==> src/rtl/instr_fetch_pkg.sv <==
// -----------------------------------------------------------------------------
// instr_fetch_pkg
// Shared definitions for the instruction fetch front end: machine word width,
// default reset PC, canonical NOP encoding, fetch FSM state encoding, the
// {pc, instr} prefetch entry layout and a word-alignment helper.
// -----------------------------------------------------------------------------
package instr_fetch_pkg;

    localparam int XLEN = 32;

    localparam logic [XLEN-1:0] RESET_PC_DEFAULT = 32'h0000_0000;
    localparam logic [XLEN-1:0] INSTR_NOP        = 32'h0000_0013;

    typedef enum logic [1:0] {
        ST_IDLE  = 2'd0,
        ST_WAIT  = 2'd1,
        ST_DRAIN = 2'd2
    } fetch_state_e;

    typedef struct packed {
        logic [XLEN-1:0] pc;
        logic [XLEN-1:0] instr;
    } fetch_entry_t;

    // Clear the byte offset so every fetch address is word aligned.
    function automatic logic [XLEN-1:0] word_align(input logic [XLEN-1:0] addr);
        return addr & ~XLEN'(3);
    endfunction

endpackage

==> src/rtl/instr_fetch_fifo.sv <==
// -----------------------------------------------------------------------------
// instr_fifo
// Synchronous prefetch FIFO holding {pc, instr} entries between the memory
// interface and decode. Flush wins over push and pop in the same cycle.
//
// Parameters:
//   DEPTH      number of entries (power of two, >= 2)
// Ports:
//   clk        rising-edge clock
//   reset      asynchronous active-low reset (control state only)
//   push       write push_data at the tail (ignored when full, unless popping)
//   push_data  entry to write
//   pop        remove the head (ignored when empty)
//   flush      discard all entries
//   head       entry at the head; all zeros when empty
//   count      number of valid entries
//   empty      count == 0
//   full       count == DEPTH
// -----------------------------------------------------------------------------
module instr_fifo
    import instr_fetch_pkg::*;
#(
    parameter int DEPTH = 2
) (
    input  logic                     clk,
    input  logic                     reset,
    input  logic                     push,
    input  fetch_entry_t             push_data,
    input  logic                     pop,
    input  logic                     flush,
    output fetch_entry_t             head,
    output logic [$clog2(DEPTH):0]   count,
    output logic                     empty,
    output logic                     full
);

    localparam int PTR_W = $clog2(DEPTH);
    localparam int CNT_W = $clog2(DEPTH) + 1;

    fetch_entry_t     mem_q [DEPTH];
    fetch_entry_t     mem_d [DEPTH];
    logic [PTR_W-1:0] rd_ptr_q, rd_ptr_d;
    logic [PTR_W-1:0] wr_ptr_q, wr_ptr_d;
    logic [CNT_W-1:0] count_q, count_d;
    logic             do_push;
    logic             do_pop;

    assign empty = (count_q == '0);
    assign full  = (count_q == CNT_W'(DEPTH));
    assign count = count_q;
    // Zero the head when empty so decode never sees stale words.
    assign head  = empty ? '0 : mem_q[rd_ptr_q];

    always_comb begin
        do_pop   = pop && !empty;
        do_push  = push && (!full || do_pop);
        rd_ptr_d = rd_ptr_q;
        wr_ptr_d = wr_ptr_q;
        count_d  = count_q;
        mem_d    = mem_q;
        if (flush) begin
            rd_ptr_d = '0;
            wr_ptr_d = '0;
            count_d  = '0;
        end else begin
            if (do_push) begin
                mem_d[wr_ptr_q] = push_data;
                wr_ptr_d        = wr_ptr_q + PTR_W'(1);
            end
            if (do_pop) begin
                rd_ptr_d = rd_ptr_q + PTR_W'(1);
            end
            count_d = count_q + CNT_W'(do_push) - CNT_W'(do_pop);
        end
    end

    always_ff @(posedge clk or negedge reset) begin
        if (!reset) begin
            rd_ptr_q <= '0;
            wr_ptr_q <= '0;
            count_q  <= '0;
        end else begin
            rd_ptr_q <= rd_ptr_d;
            wr_ptr_q <= wr_ptr_d;
            count_q  <= count_d;
        end
    end

    // Storage carries data only; validity is tracked by count_q.
    always_ff @(posedge clk) begin
        mem_q <= mem_d;
    end

endmodule

==> src/rtl/instr_fetch.sv <==
// -----------------------------------------------------------------------------
// instr_fetch
// Core front end. Owns the fetch PC, issues one word read at a time to
// instruction memory over req/ack, buffers returned words in a prefetch FIFO
// and hands {instr, pc} pairs to decode over valid/ready. A redirect from
// execute flushes the FIFO, retargets the PC and drains any read in flight.
//
// Optional feature (macro IFETCH_MISALIGN_EN): adds output 'misalign'. A
// redirect with a non-zero byte offset sets it sticky and halts fetching until
// reset. Without the macro the byte offset is silently cleared.
//
// Parameters:
//   RESET_PC     fetch PC loaded at reset
//   FIFO_DEPTH   prefetch entries (power of two, >= 2)
// Ports:
//   clk          rising-edge clock
//   reset        asynchronous active-low reset
//   imem_req     read request, held until imem_ack
//   imem_addr    word address of the request
//   imem_ack     one-cycle acknowledge, imem_rdata valid with it
//   imem_rdata   returned instruction word
//   redirect     one-cycle taken branch/jump pulse
//   redirect_pc  new fetch target
//   instr        instruction at the FIFO head
//   instr_pc     PC of instr
//   instr_valid  FIFO not empty
//   instr_ready  decode accepts the head this cycle
//   misalign     (IFETCH_MISALIGN_EN only) sticky misaligned-redirect flag
// -----------------------------------------------------------------------------
module instr_fetch
    import instr_fetch_pkg::*;
#(
    parameter logic [XLEN-1:0] RESET_PC   = RESET_PC_DEFAULT,
    parameter int              FIFO_DEPTH = 2
) (
    input  logic            clk,
    input  logic            reset,
    output logic            imem_req,
    output logic [XLEN-1:0] imem_addr,
    input  logic            imem_ack,
    input  logic [XLEN-1:0] imem_rdata,
    input  logic            redirect,
    input  logic [XLEN-1:0] redirect_pc,
    output logic [XLEN-1:0] instr,
    output logic [XLEN-1:0] instr_pc,
    output logic            instr_valid,
    input  logic            instr_ready
`ifdef IFETCH_MISALIGN_EN
    ,
    output logic            misalign
`endif
);

    localparam int CNT_W = $clog2(FIFO_DEPTH) + 1;

    if ((FIFO_DEPTH < 2) || ((FIFO_DEPTH & (FIFO_DEPTH - 1)) != 0)) begin : g_bad_depth
        $error("instr_fetch: FIFO_DEPTH must be a power of two and at least 2");
    end

    fetch_state_e     state_q, state_d;
    logic [XLEN-1:0]  fetch_pc_q, fetch_pc_d;
    logic [XLEN-1:0]  addr_q, addr_d;
    logic             req_q, req_d;

    logic             fifo_push;
    logic             fifo_pop;
    logic             fifo_empty;
    logic             fifo_full;
    logic [CNT_W-1:0] fifo_count;
    fetch_entry_t     push_entry;
    fetch_entry_t     head;
    logic             room_after_ack;
    logic             fetch_halt;

    // Only a WAIT-state ack carries live data; a redirect in the same cycle
    // kills it. Pops in a redirect cycle are dropped along with the flush.
    assign fifo_push  = (state_q == ST_WAIT) && imem_ack && !redirect;
    assign fifo_pop   = !fifo_empty && instr_ready && !redirect;
    assign push_entry = '{pc: addr_q, instr: imem_rdata};

    // After this cycle's push (and possible pop), is a slot still free for a
    // back-to-back request?
    assign room_after_ack = fifo_pop || (fifo_count < CNT_W'(FIFO_DEPTH - 1));

    instr_fifo #(
        .DEPTH (FIFO_DEPTH)
    ) u_fifo (
        .clk       (clk),
        .reset     (reset),
        .push      (fifo_push),
        .push_data (push_entry),
        .pop       (fifo_pop),
        .flush     (redirect),
        .head      (head),
        .count     (fifo_count),
        .empty     (fifo_empty),
        .full      (fifo_full)
    );

`ifdef IFETCH_MISALIGN_EN
    logic misalign_q, misalign_d;

    always_comb begin
        misalign_d = misalign_q | (redirect && (redirect_pc[1:0] != 2'b00));
    end

    always_ff @(posedge clk or negedge reset) begin
        if (!reset) begin
            misalign_q <= 1'b0;
        end else begin
            misalign_q <= misalign_d;
        end
    end

    assign misalign   = misalign_q;
    assign fetch_halt = misalign_q;
`else
    assign fetch_halt = 1'b0;
`endif

    always_comb begin
        state_d    = state_q;
        fetch_pc_d = fetch_pc_q;
        addr_d     = addr_q;
        req_d      = req_q;

        unique case (state_q)
            ST_IDLE: begin
                if (!redirect && !fetch_halt && !fifo_full) begin
                    req_d   = 1'b1;
                    addr_d  = fetch_pc_q;
                    state_d = ST_WAIT;
                end
            end
            ST_WAIT: begin
                if (redirect) begin
                    if (imem_ack) begin
                        req_d   = 1'b0;
                        state_d = ST_IDLE;
                    end else begin
                        // Read still in flight: keep the old address up and
                        // throw its data away when it lands.
                        state_d = ST_DRAIN;
                    end
                end else if (imem_ack) begin
                    fetch_pc_d = fetch_pc_q + XLEN'(4);
                    if (room_after_ack) begin
                        addr_d = fetch_pc_q + XLEN'(4);
                    end else begin
                        req_d   = 1'b0;
                        state_d = ST_IDLE;
                    end
                end
            end
            ST_DRAIN: begin
                if (imem_ack) begin
                    req_d   = 1'b0;
                    state_d = ST_IDLE;
                end
            end
            default: begin
                req_d   = 1'b0;
                state_d = ST_IDLE;
            end
        endcase

        if (redirect) begin
            fetch_pc_d = word_align(redirect_pc);
        end
    end

    always_ff @(posedge clk or negedge reset) begin
        if (!reset) begin
            state_q    <= ST_IDLE;
            fetch_pc_q <= RESET_PC;
            addr_q     <= '0;
            req_q      <= 1'b0;
        end else begin
            state_q    <= state_d;
            fetch_pc_q <= fetch_pc_d;
            addr_q     <= addr_d;
            req_q      <= req_d;
        end
    end

    assign imem_req    = req_q;
    assign imem_addr   = addr_q;
    assign instr       = head.instr;
    assign instr_pc    = head.pc;
    assign instr_valid = !fifo_empty;

endmodule

==> config.mk <==
export PLATFORM = sky130hd
export DESIGN_NAME = instr_fetch
export DESIGN_NICKNAME = d
export VERILOG_FILES = /design/src/rtl/instr_fetch_pkg.sv /design/src/rtl/instr_fetch_fifo.sv /design/src/rtl/instr_fetch.sv
export SDC_FILE = /design/constraint.sdc
export NUM_CORES = 1
export LEC_CHECK = 0
export CORE_ASPECT_RATIO = 1.75
export CORE_MARGIN = 1.5
export CORE_UTILIZATION = 49
export CTS_BUF_LIST = sky130_fd_sc_hd__clkbuf_2
export CTS_CLUSTER_DIAMETER = 150
export DETAILED_ROUTE_END_ITERATION = 6
export GPL_TIMING_DRIVEN = 0
export PLACE_DENSITY = 0.86
export SYNTH_ARGS = -nofsm -noshare
export SYNTH_HDL_FRONTEND = slang
export SYNTH_SLANG_ARGS = --single-unit
export TNS_END_PERCENT = 5
==> constraint.sdc <==
create_clock -name clk -period 6.8 [get_ports clk]
set_input_delay 1.36 -clock clk [delete_from_list [all_inputs] [get_ports clk]]
set_output_delay 1.36 -clock clk [all_outputs]
set_load 0.01 [all_outputs]
* Yosys cells after proc, flatten, opt, wreduce, memory -nomap -nowiden
Cells that the tools add are included.
Word-level totals: register bits 199, latch bits 0, memory bits (writable) 0, memory bits (read-only) 0, input bits 69, word-level logic and storage cells 91, memories kept 0
Cells by class: add/subtract/negate cells 5, multipliers 0, divide/modulo/power cells 0, order comparisons 4, equality and inequality tests 10, shift operators 0, mux-type cells 33, bitwise gates (word level) 3, reduce and logical (&&, ||, !) cells 25
Operator list (count):
- $mux 64 | 5
- $mux 32 | 7
- $bwmux 128 | 1
- $demux 64 s1 | 1
- $pmux 32 s2 | 1
- $add 32x3->32 const B | 1
- $mux 2 | 7
- $ne 2x2->1 const B | 5
- $reduce_bool 2->1 | 5
- $mux 1 | 9
- $logic_and 1x1->1 | 8
- $ne 3x3->1 const B | 2
- $pmux 2 s3 | 1
- $reduce_and 5->1 | 1
- $eq 2x2->1 const B | 2
- $ge 2x2->1 const B | 2
- $logic_not 2->1 | 2
- $lt 2x1->1 const B | 2
- $not 1->2 | 2
- $reduce_and 2->1 | 2
- $reduce_and 4->1 | 1
- $logic_not 1->1 | 3
- $pmux 1 s3 | 1
- $reduce_and 3->1 | 1
- other kinds (6) | 8

* Logic depth before layout (Yosys ltp)
word-level depth 10, mapped depth 9, mapped depth without buffers 9

* Hierarchy
From an unflattened synthesis, not the netlist that was laid out.
Second synthesis, totals: cell total of the unflattened synthesis 684, area total of the unflattened synthesis 8574.5 um^2
Modules (own cells, without submodules):
- instr_fifo | instances 1, cells each 294, area an instance 5119.9 um^2, sequential area each 3943.8 um^2
- instr_fetch | instances 1, cells each 390, area an instance 3454.6 um^2, sequential area each 1576.5 um^2

* Worst setup path after synthesis
No wires, ideal clock.
path type input to register, start input port redirect, end register u_fifo.mem_q[100] (netlist name) (enable), arrival 7.515 ns, data required time 6.166 ns, slack -1.349 ns, cell stages on the path 2, buffers on the path 1, cell sequence clkbuf_1 -> nor4_1
Between the ends: longest elaborated chain between the ends 6, elaborated cells between the ends (all ways) 8, classes of those cells bitwise: 1; reduce/logical: 7
RTL lines:
- start, declared | line instr_fetch.sv:42 | input logic redirect,
- $logic_not 1->1 | line instr_fetch.sv:77, instr_fetch.sv:78
- $logic_and 1x1->1 | line instr_fetch.sv:78 | assign fifo_pop = !fifo_empty && instr_ready && !redirect;
- $logic_and 1x1->1 | line instr_fetch_fifo.sv:55 | do_pop = pop && !empty;
- $logic_or 1x1->1 | line instr_fetch_fifo.sv:56 | do_push = push && (!full || do_pop);
- $logic_and 1x1->1 | line instr_fetch_fifo.sv:56
- $reduce_and 2->1 (no line) *
- end signal, assigned | line instr_fetch_fifo.sv:91 | mem_q <= mem_d;
- end, declared | line instr_fetch_fifo.sv:40 | fetch_entry_t mem_q [DEPTH];
Every way passes the cells marked *; elsewhere a longest branch is shown, timed or not. A chain may end at the register's enable or synchronous reset.

* Worst setup path after layout
start register u_fifo.rd_ptr_q, end output port instr_pc[5]
Between the ends: longest elaborated chain between the ends 5
RTL lines:
- start, declared | line instr_fetch_fifo.sv:42 | logic [PTR_W-1:0] rd_ptr_q, rd_ptr_d;
- start signal, assigned | line instr_fetch_fifo.sv:83 | rd_ptr_q <= rd_ptr_d;
- $not 1->2 (not written as such) | line instr_fetch_fifo.sv:52 | assign head = empty ? '0 : mem_q[rd_ptr_q];
- $mux 64 (not written as such) (3 in a row) | line instr_fetch_fifo.sv:52
- $mux 64 | line instr_fetch_fifo.sv:52
- end, declared | line instr_fetch.sv:45 | output logic [XLEN-1:0] instr_pc,
Every way passes these cells. The select of a mux whose other input is x is not followed.

==> run metrics <==
top routing layer used met4; Peak supply drop 0.1252 mV; most frequent cell after synthesis edfxtp_1; final core utilization 0.6340; Nets between 900 and 1000; CTS Hold Bufs 0; Synth top cells by count edfxtp_1, nor2_1, dfrtp_1; post-cts resize count 0; post-detail-place hpwl 14.93 mm; Final period util 0.6590; Distinct cells, synth 55; Max Cap Viol 0; Metal-1 WL approximately 6.9 mm; number of CTS-inserted buffers 17; Via-to-Cell Ratio around 5.5; Area contributors post-synth edfxtp_1, dfrtp_1, mux2i_1; fin crit period 4481 ps; largest area contributor in the netlist edfxtp_1; routed length on met2 ~11 mm; initial DRC count 304; Post-Route WL 19.79 mm; hold_ws 529.4 ps; final setup violation count 0; Synth Warn # 0; CP required 5440 ps; number of placement rows 63; Sink Count between 150 and 200; synthesized area per cell 12.62 µm²; I/O pins 167; total die area 0.01835 mm²; Pwr per Cell Area approximately 250 mW/mm²; Max Fanout on Critical Path 10; Die X approximately 100 µm; gpl congestion 0.9105; simple-gate portion of the synthesized area 0.1465; Seq/Total Area, Yosys 0.6292; clk_skew between 60 and 70 ps; Compound-Gate Fraction of Synth Area 0.06575; proportion of layout cells with a drive suffix above 1 0.1115; chip height 178.1 µm; vias 6113; total track usage 0.2199; number of global-route vias before repair about 6000; Slew Limit Headroom 0.4168; CTS HTree Levels 4; ys async rst share 0.3508; largest net degree at the start of global routing 68; worst hold-check path type reg2reg; first-pass GRT wire length about 30 mm; met3 WL 1.067 mm; post-synthesis cell count 680; grt total ovfl 0; top_reg_cell synth edfxtp_1; Port Buffers 160; Clock Latency Late Sink 770 ps; Post-DRT Antenna Nets 0; Worst-path clk slew 260 ps; Hold Vio Cnt, Final 0; number of flops mapped to enable cells by yosys about 120; post-DR wirelength/cell 17.88 µm; share of the synthesized area in the top cell type 0.4339; mux cell area share after synthesis 0.09054; clock tree buffer depth 2; Mapped Area 0.008582 mm²; root cell of the clock tree clkbuf_2; area grow syn2layout 25.79%; core region area 0.01703 mm²; critical path class reg2out; postcts setup bufs 0; P_leak about 3.7 nW; Worst Tran Pin Value 874.7 ps; # DRC 0; post-synthesis register bit count 191; Critical Path Start Type register; arrival time at the worst endpoint 3120 ps; crit end category output port; initial antenna violation count 1; area share of xor/xnor cells in the synthesized design 0.02960; adder and majority gate portion of the synthesized area 0.004374; overall power about 2.7 mW; fmax 0.2232 GHz; CTS tree done; main combinational cell family by area after synthesis simple AND/OR/NAND/NOR gates; status completed; RSZ-0062 raised after global routing no; fin. max-slew vios 0; First-pass DRT Iterations 4; initial core utilization 0.5040
## state kept, by name, indices dropped and copies added (netlist names)
register and count:
u_fifo.count 2, u_fifo.rd_ptr_q 1, imem_addr 30, u_fifo.wr_ptr_q 1
fetch_pc_q 30, u_fifo.mem_q 124, imem_req 1, state_q 2
## worst paths after layout
path | endpoint | slack [ps] | start | cells past startpoint
max in group asynchronous | imem_addr[6] | 5550 | reset | 1
setup reg to reg | imem_addr[25] | 4430 | state_q[1] | 6
setup / recovery | instr_pc[5] | 2320 | u_fifo.rd_ptr_q | 5
min in group asynchronous | fetch_pc_q[22] | 650 | reset | 1
hold / removal | u_fifo.mem_q[117] | 530 | imem_addr[21] | 0
hold reg to reg | u_fifo.mem_q[117] | 530 | imem_addr[21] | 0
## cell usage in the layout (no fill, tap or decap), types with 3 or more instances in the layout
master           count
clkdlybuf4s50_1    159
edfxtp_1           124
nor2_1              88
dfrtp_1             67
mux2i_1             63
a31oi_1             32
nand2_1             29
o31ai_1             24
or4_1               24
nor3_1              22
o21ai_0             21
buf_2               20
clkbuf_1            18
clkbuf_2            17
xnor2_1             16
xor2_1              13
mux2_2              13
nand4_1             12
nand3_1             11
nor4_1               8
buf_4                7
or3_1                7
buf_6                6
clkinvlp_4           5
buf_1                4
inv_1                4
conb_1               4
nor2b_1              3
or2_2                3
and4_1               3
ha_1                 3
clkinv_2             3
## cell type report
type	instances	area [µm²]
Antenna cell	1	2.502
Buffer	52	272.8
Clock buffer	17	85.08
Clock inverter	15	161.4
Fill cell	1367	6231
Inverter	4	15.01
Multi-Input combinational cell	436	2923
Sequential cell	191	5400
Tap cell	227	284.0
Timing Repair Buffer	164	1652
## worst max-delay path: stages, from the launching register on
cell             delay [ps]
dfrtp_1                 390
clkbuf_1                430
buf_1                   660
mux2i_1                 170
nor2_1                  160
clkdlybuf4s50_1         580
## metrics by stage
step                TNS, ps  cell area (µm²)  worst slack, ps  cells
finish                    0            10800             2319   1107
global route              0            10800             2037   1107
CTS                       0            10790             2229   1106
detailed placement        0            10550             2923   1074
global placement     -69890            10490            -1132   1070
floorplan                 0             8600             1244    683
## routing by layer
metal | global-route usage | vias to the layer above
li1 | - | 2932
met1 | 0.2260 | 2940
met2 | 0.4063 | 195
met3 | 0.04193 | 46
met4 | 0.1216 | 0
met5 | 0 | -
## report_power, final
group | switching [mW] | internal, mW
registers | 0.107 | 1.38
clock network | 0.391 | 0.173
logic | 0.330 | 0.362
total | 0.828 | 1.92
## cells by family after synthesis
| kind of cell | Yosys count |
|---|---|
| flip-flops | 191 |
| AND/OR/NAND/NOR | 237 |
| XOR/XNOR | 29 |
| adder cells (fa/ha/maj) | 3 |
| other | 1 |
| multiplexers | 76 |
| AO/OA/AOI/OAI | 87 |
| buffers and inverters | 56 |
No activity file was read; power rests on OpenSTA's default activity.
